**config.mk**
```make
export PLATFORM = sky130hd
export DESIGN_NAME = fetch_unit_flat
export DESIGN_NICKNAME = d
export VERILOG_FILES = /design/src/rtl/fetch_unit_if.sv /design/src/rtl/fetch_unit.sv /design/src/flat_wrapper.sv
export SDC_FILE = /design/constraint.sdc
export NUM_CORES = 1
export LEC_CHECK = 0
export CAP_MARGIN = 20
export CORE_UTILIZATION = 54
export CTS_CLUSTER_SIZE = 20
export DETAILED_ROUTE_END_ITERATION = 12
export GPL_TIMING_DRIVEN = 1
export PLACE_DENSITY = 0.89
export SLEW_MARGIN = 20
export SYNTH_ARGS = -nofsm -noshare
export SYNTH_HDL_FRONTEND = slang
export SYNTH_SLANG_ARGS = --single-unit
```
**constraint.sdc**
```tcl
create_clock -name clk -period 5.61 [get_ports clk]
set_clock_uncertainty 0.2 [all_clocks]
set_input_delay 1.4025 -clock clk [delete_from_list [all_inputs] [get_ports clk]]
set_output_delay 1.4025 -clock clk [all_outputs]
set_load 0.02 [all_outputs]
```
**src/rtl/fetch_unit_if.sv**
```systemverilog
// ---------------------------------------------------------------------------
// fetch_unit_if -- instruction-memory request/response bus of the fetch unit.
//
// Signals
//   imem_req    fetch side -> memory   request valid
//   imem_addr   fetch side -> memory   word-aligned request address
//   imem_ack    memory -> fetch side   response valid; completes the request
//                                      in the cycle it is high with imem_req
//   imem_rdata  memory -> fetch side   instruction word, valid with imem_ack
//
// Modports
//   master  the fetch unit (drives req/addr)
//   slave   the instruction memory (drives ack/rdata)
// ---------------------------------------------------------------------------
interface fetch_unit_if #(
  parameter int DWIDTH = 32
);
  logic              imem_req;
  logic [DWIDTH-1:0] imem_addr;
  logic              imem_ack;
  logic [31:0]       imem_rdata;

  modport master (
    output imem_req,
    output imem_addr,
    input  imem_ack,
    input  imem_rdata
  );

  modport slave (
    input  imem_req,
    input  imem_addr,
    output imem_ack,
    output imem_rdata
  );
endinterface

```
**src/rtl/fetch_unit.sv**
```systemverilog
// ---------------------------------------------------------------------------
// fetch_unit -- IF stage of the pipeline.
//
// Issues word-aligned requests to the instruction memory, holds one fetched
// instruction for the decode stage and reacts to the hazard controller's
// IF-stage command (pipe / stall / flush / jump). A redirect that arrives
// while a request is still outstanding cannot cancel that request on the
// bus, so the unit waits for its response in DROP, discards the data and
// then fetches from the most recent redirect target.
//
// Ports
//   clk         in   rising-edge clock
//   rst         in   synchronous, active-high reset
//   if_ctrl     in   IF command: 00 pipe, 01 stall, 10 flush, 11 jump
//   jump_pc     in   redirect target (used only with jump; low bits ignored)
//   imem        bus  fetch_unit_if.master (imem_req/addr out, ack/rdata in)
//   if_valid    out  if_pc/if_inst hold a fetched instruction
//   if_pc       out  address of the presented instruction
//   if_inst     out  presented instruction
//   fetch_busy  out  request outstanding with nothing held (stall source)
//
// imem_req/imem_addr are registers, so neither if_ctrl/jump_pc nor imem_ack
// has a combinational path to the memory bus or to fetch_busy.
// ---------------------------------------------------------------------------
module fetch_unit #(
  parameter int                DWIDTH   = 32,
  parameter logic [DWIDTH-1:0] RESET_PC = '0
) (
  input  logic              clk,
  input  logic              rst,
  input  logic [1:0]        if_ctrl,
  input  logic [DWIDTH-1:0] jump_pc,
  fetch_unit_if.master      imem,
  output logic              if_valid,
  output logic [DWIDTH-1:0] if_pc,
  output logic [31:0]       if_inst,
  output logic              fetch_busy
);

  localparam logic [1:0] C_PIPE  = 2'b00;
  localparam logic [1:0] C_STALL = 2'b01;
  localparam logic [1:0] C_FLUSH = 2'b10;
  localparam logic [1:0] C_JUMP  = 2'b11;

  localparam logic [31:0] NOP_INST = 32'h0000_0013;

  typedef enum logic [1:0] {
    S_IDLE = 2'b00,
    S_REQ  = 2'b01,
    S_HOLD = 2'b10,
    S_DROP = 2'b11
  } state_t;

  state_t            state_q,    state_d;
  logic              req_q,      req_d;
  logic [DWIDTH-1:0] addr_q,     addr_d;
  logic [DWIDTH-1:0] pend_q,     pend_d;
  logic              valid_q,    valid_d;
  logic [DWIDTH-1:0] pc_q,       pc_d;
  logic [31:0]       inst_q,     inst_d;

  logic              redir;
  logic [DWIDTH-1:0] jump_tgt;

  // Clearing the two low bits by masking keeps every bit of jump_pc in use.
  assign jump_tgt = jump_pc & ~DWIDTH'(3);
  assign redir    = (if_ctrl == C_JUMP) || (if_ctrl == C_FLUSH);

  always_comb begin
    state_d = state_q;
    req_d   = req_q;
    addr_d  = addr_q;
    pend_d  = pend_q;
    valid_d = valid_q;
    pc_d    = pc_q;
    inst_d  = inst_q;

    unique case (state_q)
      S_IDLE: begin
        // addr_q already holds RESET_PC from reset.
        state_d = S_REQ;
        req_d   = 1'b1;
      end

      S_REQ: begin
        if (redir) begin
          valid_d = 1'b0;
          if (imem.imem_ack) begin
            // Response completes this cycle, so the bus is free to move on.
            addr_d  = (if_ctrl == C_JUMP) ? jump_tgt : addr_q;
            state_d = S_REQ;
          end else begin
            // Request must still complete on the bus with its old address.
            pend_d  = (if_ctrl == C_JUMP) ? jump_tgt : addr_q;
            state_d = S_DROP;
          end
        end else if (imem.imem_ack) begin
          pc_d    = addr_q;
          inst_d  = imem.imem_rdata;
          valid_d = 1'b1;
          req_d   = 1'b0;
          state_d = S_HOLD;
        end
      end

      S_HOLD: begin
        unique case (if_ctrl)
          C_STALL: ;
          C_PIPE: begin
            valid_d = 1'b0;
            addr_d  = pc_q + DWIDTH'(4);
            req_d   = 1'b1;
            state_d = S_REQ;
          end
          default: begin
            valid_d = 1'b0;
            addr_d  = (if_ctrl == C_JUMP) ? jump_tgt : pc_q;
            req_d   = 1'b1;
            state_d = S_REQ;
          end
        endcase
      end

      S_DROP: begin
        if (redir) begin
          // Latest redirect wins. A flush here refetches the instruction
          // already pending, since the one on the bus is being thrown away.
          pend_d  = (if_ctrl == C_JUMP) ? jump_tgt : pend_q;
          state_d = S_DROP;
        end else if (imem.imem_ack) begin
          addr_d  = pend_q;
          state_d = S_REQ;
        end
      end

      default: state_d = S_IDLE;
    endcase
  end

  always_ff @(posedge clk) begin
    if (rst) begin
      state_q <= S_IDLE;
      req_q   <= 1'b0;
      addr_q  <= RESET_PC;
      pend_q  <= RESET_PC;
      valid_q <= 1'b0;
      pc_q    <= RESET_PC;
      inst_q  <= NOP_INST;
    end else begin
      state_q <= state_d;
      req_q   <= req_d;
      addr_q  <= addr_d;
      pend_q  <= pend_d;
      valid_q <= valid_d;
      pc_q    <= pc_d;
      inst_q  <= inst_d;
    end
  end

  assign imem.imem_req  = req_q;
  assign imem.imem_addr = addr_q;
  assign if_valid       = valid_q;
  assign if_pc          = pc_q;
  assign if_inst        = inst_q;
  assign fetch_busy     = ((state_q == S_REQ) || (state_q == S_DROP)) && !valid_q;

endmodule

```
**src/flat_wrapper.sv**
```systemverilog
// flat-port wrapper written by rule: the top's interface ports become plain ports
module fetch_unit_flat 
#(
  parameter int                DWIDTH   = 32,
  parameter logic [DWIDTH-1:0] RESET_PC = '0
)
  (clk, rst, if_ctrl, jump_pc, if_valid, if_pc, if_inst, fetch_busy, imem_imem_req, imem_imem_addr, imem_imem_ack, imem_imem_rdata);
  fetch_unit_if #(.DWIDTH(DWIDTH)) imem_i ();
  input  logic clk;
  input  logic rst;
  input  logic [1:0] if_ctrl;
  input  logic [DWIDTH-1:0] jump_pc;
  output logic if_valid;
  output logic [DWIDTH-1:0] if_pc;
  output logic [31:0] if_inst;
  output logic fetch_busy;
  output wire logic [$bits(imem_i.imem_req)-1:0] imem_imem_req;
  output wire logic [$bits(imem_i.imem_addr)-1:0] imem_imem_addr;
  input wire logic [$bits(imem_i.imem_ack)-1:0] imem_imem_ack;
  input wire logic [$bits(imem_i.imem_rdata)-1:0] imem_imem_rdata;
  assign imem_imem_req = imem_i.imem_req;
  assign imem_imem_addr = imem_i.imem_addr;
  assign imem_i.imem_ack = imem_imem_ack;
  assign imem_i.imem_rdata = imem_imem_rdata;
  fetch_unit #(.DWIDTH(DWIDTH), .RESET_PC(RESET_PC)) u_core (.clk(clk), .rst(rst), .if_ctrl(if_ctrl), .jump_pc(jump_pc), .imem(imem_i), .if_valid(if_valid), .if_pc(if_pc), .if_inst(if_inst), .fetch_busy(fetch_busy));
endmodule
```
# ---- Yosys cells after proc, flatten, opt, wreduce, memory -nomap -nowiden
# Cells that the tools add are included.
# Widths: inputs -> output; s select.
dict set report word_totals {
  out_inout_bits 99
  reg_bits 132
  word_cells 70
}
dict set report op_classes {
  bitwise_logic 1
  muxes 28
  n_reduce_logical 16
  eq_ne 17
  add_sub_neg 1
}
# cell count
set ops {}
lappend ops {{$mux 32} 10}
lappend ops {{$pmux 32 s2} 2}
lappend ops {{$pmux 32 s3} 1}
lappend ops {{$add 32x3->32 const B} 1}
lappend ops {{$mux 2} 6}
lappend ops {{$ne 2x2->1 const B} 6}
lappend ops {{$reduce_and 3->1} 3}
lappend ops {{$eq 2x2->1 const B} 4}
lappend ops {{$pmux 2 s4} 1}
lappend ops {{$mux 1} 6}
lappend ops {{$ne 2x1->1 const B} 3}
lappend ops {{$ne 3x2->1 const B} 2}
lappend ops {{$reduce_and 6->1} 1}
lappend ops {{$reduce_bool 3->1} 2}
lappend ops {{$reduce_and 5->1} 1}
lappend ops {{$eq 2x1->1 const B} 2}
lappend ops {{$logic_not 2->1} 2}
lappend ops {{$reduce_and 4->1} 1}
lappend ops {{$reduce_bool 2->1} 2}
lappend ops {{$pmux 1 s3} 1}
lappend ops {{$logic_or 1x1->1} 2}
lappend ops {{$pmux 1 s2} 1}
lappend ops {{$logic_and 1x1->1} 1}
lappend ops {{$logic_not 1->1} 1}
lappend ops {{$not 1->1} 1}

# ---- Logic depth before layout (Yosys ltp)
dict set report depth {
  word_depth 5
  mapped_depth 9
  ltp_nobuf 6
}

# ---- Worst setup path after synthesis
# OpenSTA, ideal clock, no wires.
dict set report synth_path {
  path_type {input port to flip-flop}
  startpoint {input port if_ctrl[0]}
  endpoint {register u_core.addr_q[3], in the netlist u_core.imem.imem_addr[3]}
  t_arrival_ns 2.924
  stages 7
  path_slack_ns 2.350
  setup_time_ns 0.137
  cell_sequence {clkbuf_1 -> nor2b_1 -> clkbuf_1 -> o22ai_1 -> clkbuf_1 -> buf_1 -> a31oi_1}
}
dict set report synth_between {
  elab_chain_cells 5
  elab_cells_between_ends 15
  cone_classes {eq/ne (6); mux (6); reduce/logical (3)}
}
# item line_no
set synth_rtl {}
lappend synth_rtl {{start: declaration} flat_wrapper.sv:11} ;# input logic [1:0] if_ctrl;
lappend synth_rtl {{$eq 2x2->1} {fetch_unit.sv:67, fetch_unit.sv:90, fetch_unit.sv:117}}
lappend synth_rtl {{$mux 32 (3 in a row)} -}
lappend synth_rtl {{$pmux 32 s3} fetch_unit.sv:78} ;# unique case (state_q)
lappend synth_rtl {{end signal: assignment} fetch_unit.sv:152} ;# addr_q <= addr_d;
lappend synth_rtl {{end: declaration} fetch_unit.sv:56} ;# logic [DWIDTH-1:0] addr_q, addr_d;
# Several ways; a longest one is shown, not always the timed one. The select of a mux whose other input is x is not followed.
# A chain may end at the register's enable or synchronous reset.

# ---- Worst setup path after layout
dict set report layout_path {
  startpoint {input port if_ctrl[0]}
  endpoint {register u_core.addr_q[21], in the netlist u_core.imem.imem_addr[21]}
}
# The elaborated chain is that of the path after synthesis.

==> metrics.md <==
| Metric | Value |
|---|---|
| Tmin final | `4.02 ns` |
| Width of the chip | `116 um` |
| M2 GR Usage | `55.7%` |
| Final period utilization | `71.6%` |
| Initial antenna violation count | `0` |
| Fill cells | `959` |
| TNS Setup | `0 ns` |
| # setup viols final | `0` |
| CTS resizes | `0` |
| DR pass1 iterations | `5` |
| Yosys top cell area share | `37.4%` |
| Routability congestion estimate | `0.885` |
| Internal reg-to-reg setup slack | `2.54 ns` |
| Max-slew violations | `0` |
| CP Class | `in -> reg` |
| Crit path capture type | `flip-flop` |
| Synth Cell Area | `7060 sq um` |
| Fin nets | `1146` |
| Ys flop type | `dfxtp_1` |
| WHS Endpoint | `u_core.if_inst[30]` |
| Post-Layout Cell Count | `1261` |
| Starting Density | `55.7%` |
| Pwr dens | `279 nW/um^2` |
| Post-synth EDFFs | `0` |
| RR Startpoint | `u_core.if_pc[2]` |
| # Max-Cap Violations | `0` |
| Routed wire per std cell | `18.1 um` |
| Remaining Overflow, GRT | `0` |
| Max VDD drop | `273 uV` |
| Residual DRC count | `0` |
| Crit path max fanout | `21` |
| Leakage power | `0.00304 uW` |
| Startpoint types | `input pin` |
| Overall routing resource usage | `34.3%` |
| Synth area leaders | `dfxtp_1 (37%), nand2_1 (12%), a21oi_1 (7.7%)` |
| Global route hottest layer | `met2` |
| Commonest cells post-synth | `nand2_1 (221), dfxtp_1 (132), a21oi_1 (108)` |
| Layout Utilization | `74.0%` |
| Largest net degree at the start of global routing | `76` |
| Synth cell types | `59` |
| Worst Path Required | `5.73 ns` |
| Final Hold Vio Count | `0` |
| Synth async-reset ratio | `0%` |
| Syn_nets | `1036` |
| Outcome | `finished, final reports clean` |
| Core ar. | `12700 sq um` |
| Port buffer count | `165` |
| Number of hold buffers added after CTS | `0` |
| Post-synth top area cell | `dfxtp_1` |
| Unrepaired setup endpoints after global routing | `no` |
| Share of cells above drive strength 1 | `6.80%` |
| Minimum hold slack | `0.252 ns` |
| Die height | `116 um` |
| Syn avg cell area | `7.31 sq um` |
| FP Rows | `41` |
| N_diodes | `0` |
| DP Cell Count | `1229` |
| First-pass GRT wire length | `36200 um` |
| CTS H-tree depth | `4` |
| # IOs | `168` |
| Total CTS buffers | `17` |
| Reg2Reg Capture Point | `u_core.imem.imem_addr[20]` |
| Total number of vias | `7842` |
| R2R cell count | `6` |
| Vias in the first global route | `7451` |
| Synthesized instance count | `966` |
| Worst slew pin tran | `1.12 ns` |
| Avg Vias per Cell | `6.22` |
| FMAX | `249 MHz` |
| Crit path DAT | `4.13 ns` |
| Sequential fraction of the synthesis area | `37.4%` |
| Routing usage on met3 | `9.96%` |
| Hold Crit Start | `u_core.if_inst[30]` |
| CTS root buffer | `clkbuf_16` |
| First DRT Iteration DRCs | `865` |
| Worst hold path class | `reg -> reg` |
| Max-Slew Margin vs Limit | `24.8%` |
| Maximum root-to-sink buffer count | `2` |
| Die ar. | `13500 sq um` |
| Setup bufs post-CTS | `0` |
| CTS tree | `built` |
| Dpl hpwl | `14100 um` |
| Area delta synth->final | `32.8%` |
| Seq cells post-synth | `132` |
| CTS clock-pin slew for the worst setup and hold paths | `0.06 ns` |
| Count leader, synth | `nand2_1` |
| Final wirelength | `22800 um` |
| Num Clock Sinks | `132` |
| Synthesis warning total | `0` |
| Global-route met1 utilization | `42.3%` |
| Detail Route Antenna Nets | `0` |
| Clock insertion delay at the later pin of the skew report | `0.43 ns` |
| Pwr Total | `2610 uW` |
| Worst Hold Depth | `2` |
## area by class of cell
class                      count  area, sq um  share of cell area [%]
timing repair buffer         184         1800                    19.2
sequential                   132         2640                    28.2
inverter                      11         41.3                   0.440
clock inverter                13          171                    1.83
clock buffer                  19          453                    4.83
multi-input combinational    730         4050                    43.2
tap                          172          215                    2.30
## layout by cell type, fill, tap and decap left out, types with 4 or more instances in the layout
cell type,instances
and3_1,6
o21ai_0,79
inv_1,11
xor2_1,7
o22ai_1,13
nand2_1,220
buf_4,19
nor3_1,13
a21oi_1,108
nor4_1,8
o211ai_1,9
clkbuf_16,17
mux2i_1,27
a31oi_1,16
nand2b_1,10
nor3b_1,5
nand4_1,6
nand3_1,19
nor2_1,58
xnor2_1,14
a311oi_1,35
o221ai_1,5
nor2b_1,6
inv_6,4
a211oi_1,7
clkdlybuf4s50_1,164
dfxtp_1,131
mux2_2,4
## layer usage
layer	vias to the layer above	share of wire [%]
li1	3651	-
met1	3665	40
met2	463	47
met3	63	11
met4	0	2.7
met5	-	0
## state kept, by name, summed over array words and instances, names as in the netlist
signal	cells
u_core.if_pc	32
u_core.imem.imem_addr	32
u_core.if_inst	32
u_core.pend_q	32
u_core.imem.imem_req	1
u_core.if_valid	1
u_core.state_q	2
## power by group
| group | total [uW] | internal (uW) | switching (uW) |
|---|---|---|---|
| sequential | 1030 | 981 | 45.0 |
| clock | 1180 | 729 | 449 |
| combinational | 407 | 176 | 232 |
## kinds of logic (layout without fill, tap and decap cells)
logic type | count (synthesis) | count (layout) | share of synthesized area (%)
simple gates | 374 | 374 | 23.3
compound gates | 303 | 303 | 26.4
flops | 132 | 132 | 37.4
buf+inv | 104 | 227 | 5.64
mux | 31 | 31 | 4.47
xor+xnor | 21 | 21 | 2.61
fa+ha+maj | 1 | 1 | 0.177
## worst max-delay path by stage
stage | startpoint | endpoint | slack, ns | depth (start not counted)
after CTS | if_ctrl[0] | u_core.imem.imem_addr[21] | 1.65 | 7
after detailed placement | if_ctrl[0] | u_core.imem.imem_addr[21] | 1.22 | 7
final | if_ctrl[0] | u_core.imem.imem_addr[21] | 1.59 | 7
after global routing | if_ctrl[1] | u_core.if_inst[17] | 1.50 | 7
after global placement | if_ctrl[0] | u_core.imem.imem_addr[21] | 1.31 | 7
after floorplan | if_ctrl[0] | u_core.imem.imem_addr[3] | 2.35 | 7
## through the flow
step	setup WS, ns	cell area (sq um)
2_1_floorplan	2.35	7060
3_3_place_gp	1.31	8750
3_5_place_dp	1.22	8750
4_1_cts	1.65	9370
5_1_grt	1.50	9370
6_report	1.59	9370
## worst max-delay path: stages
cell             delay, ns
clkdlybuf4s50_1       1.02
and2_2                0.57
buf_4                 0.32
mux2i_1               0.22
o21ai_0               0.10
mux2_2                0.30
a32o_1                0.19
Note: power is estimated with default switching activity, not from simulation.
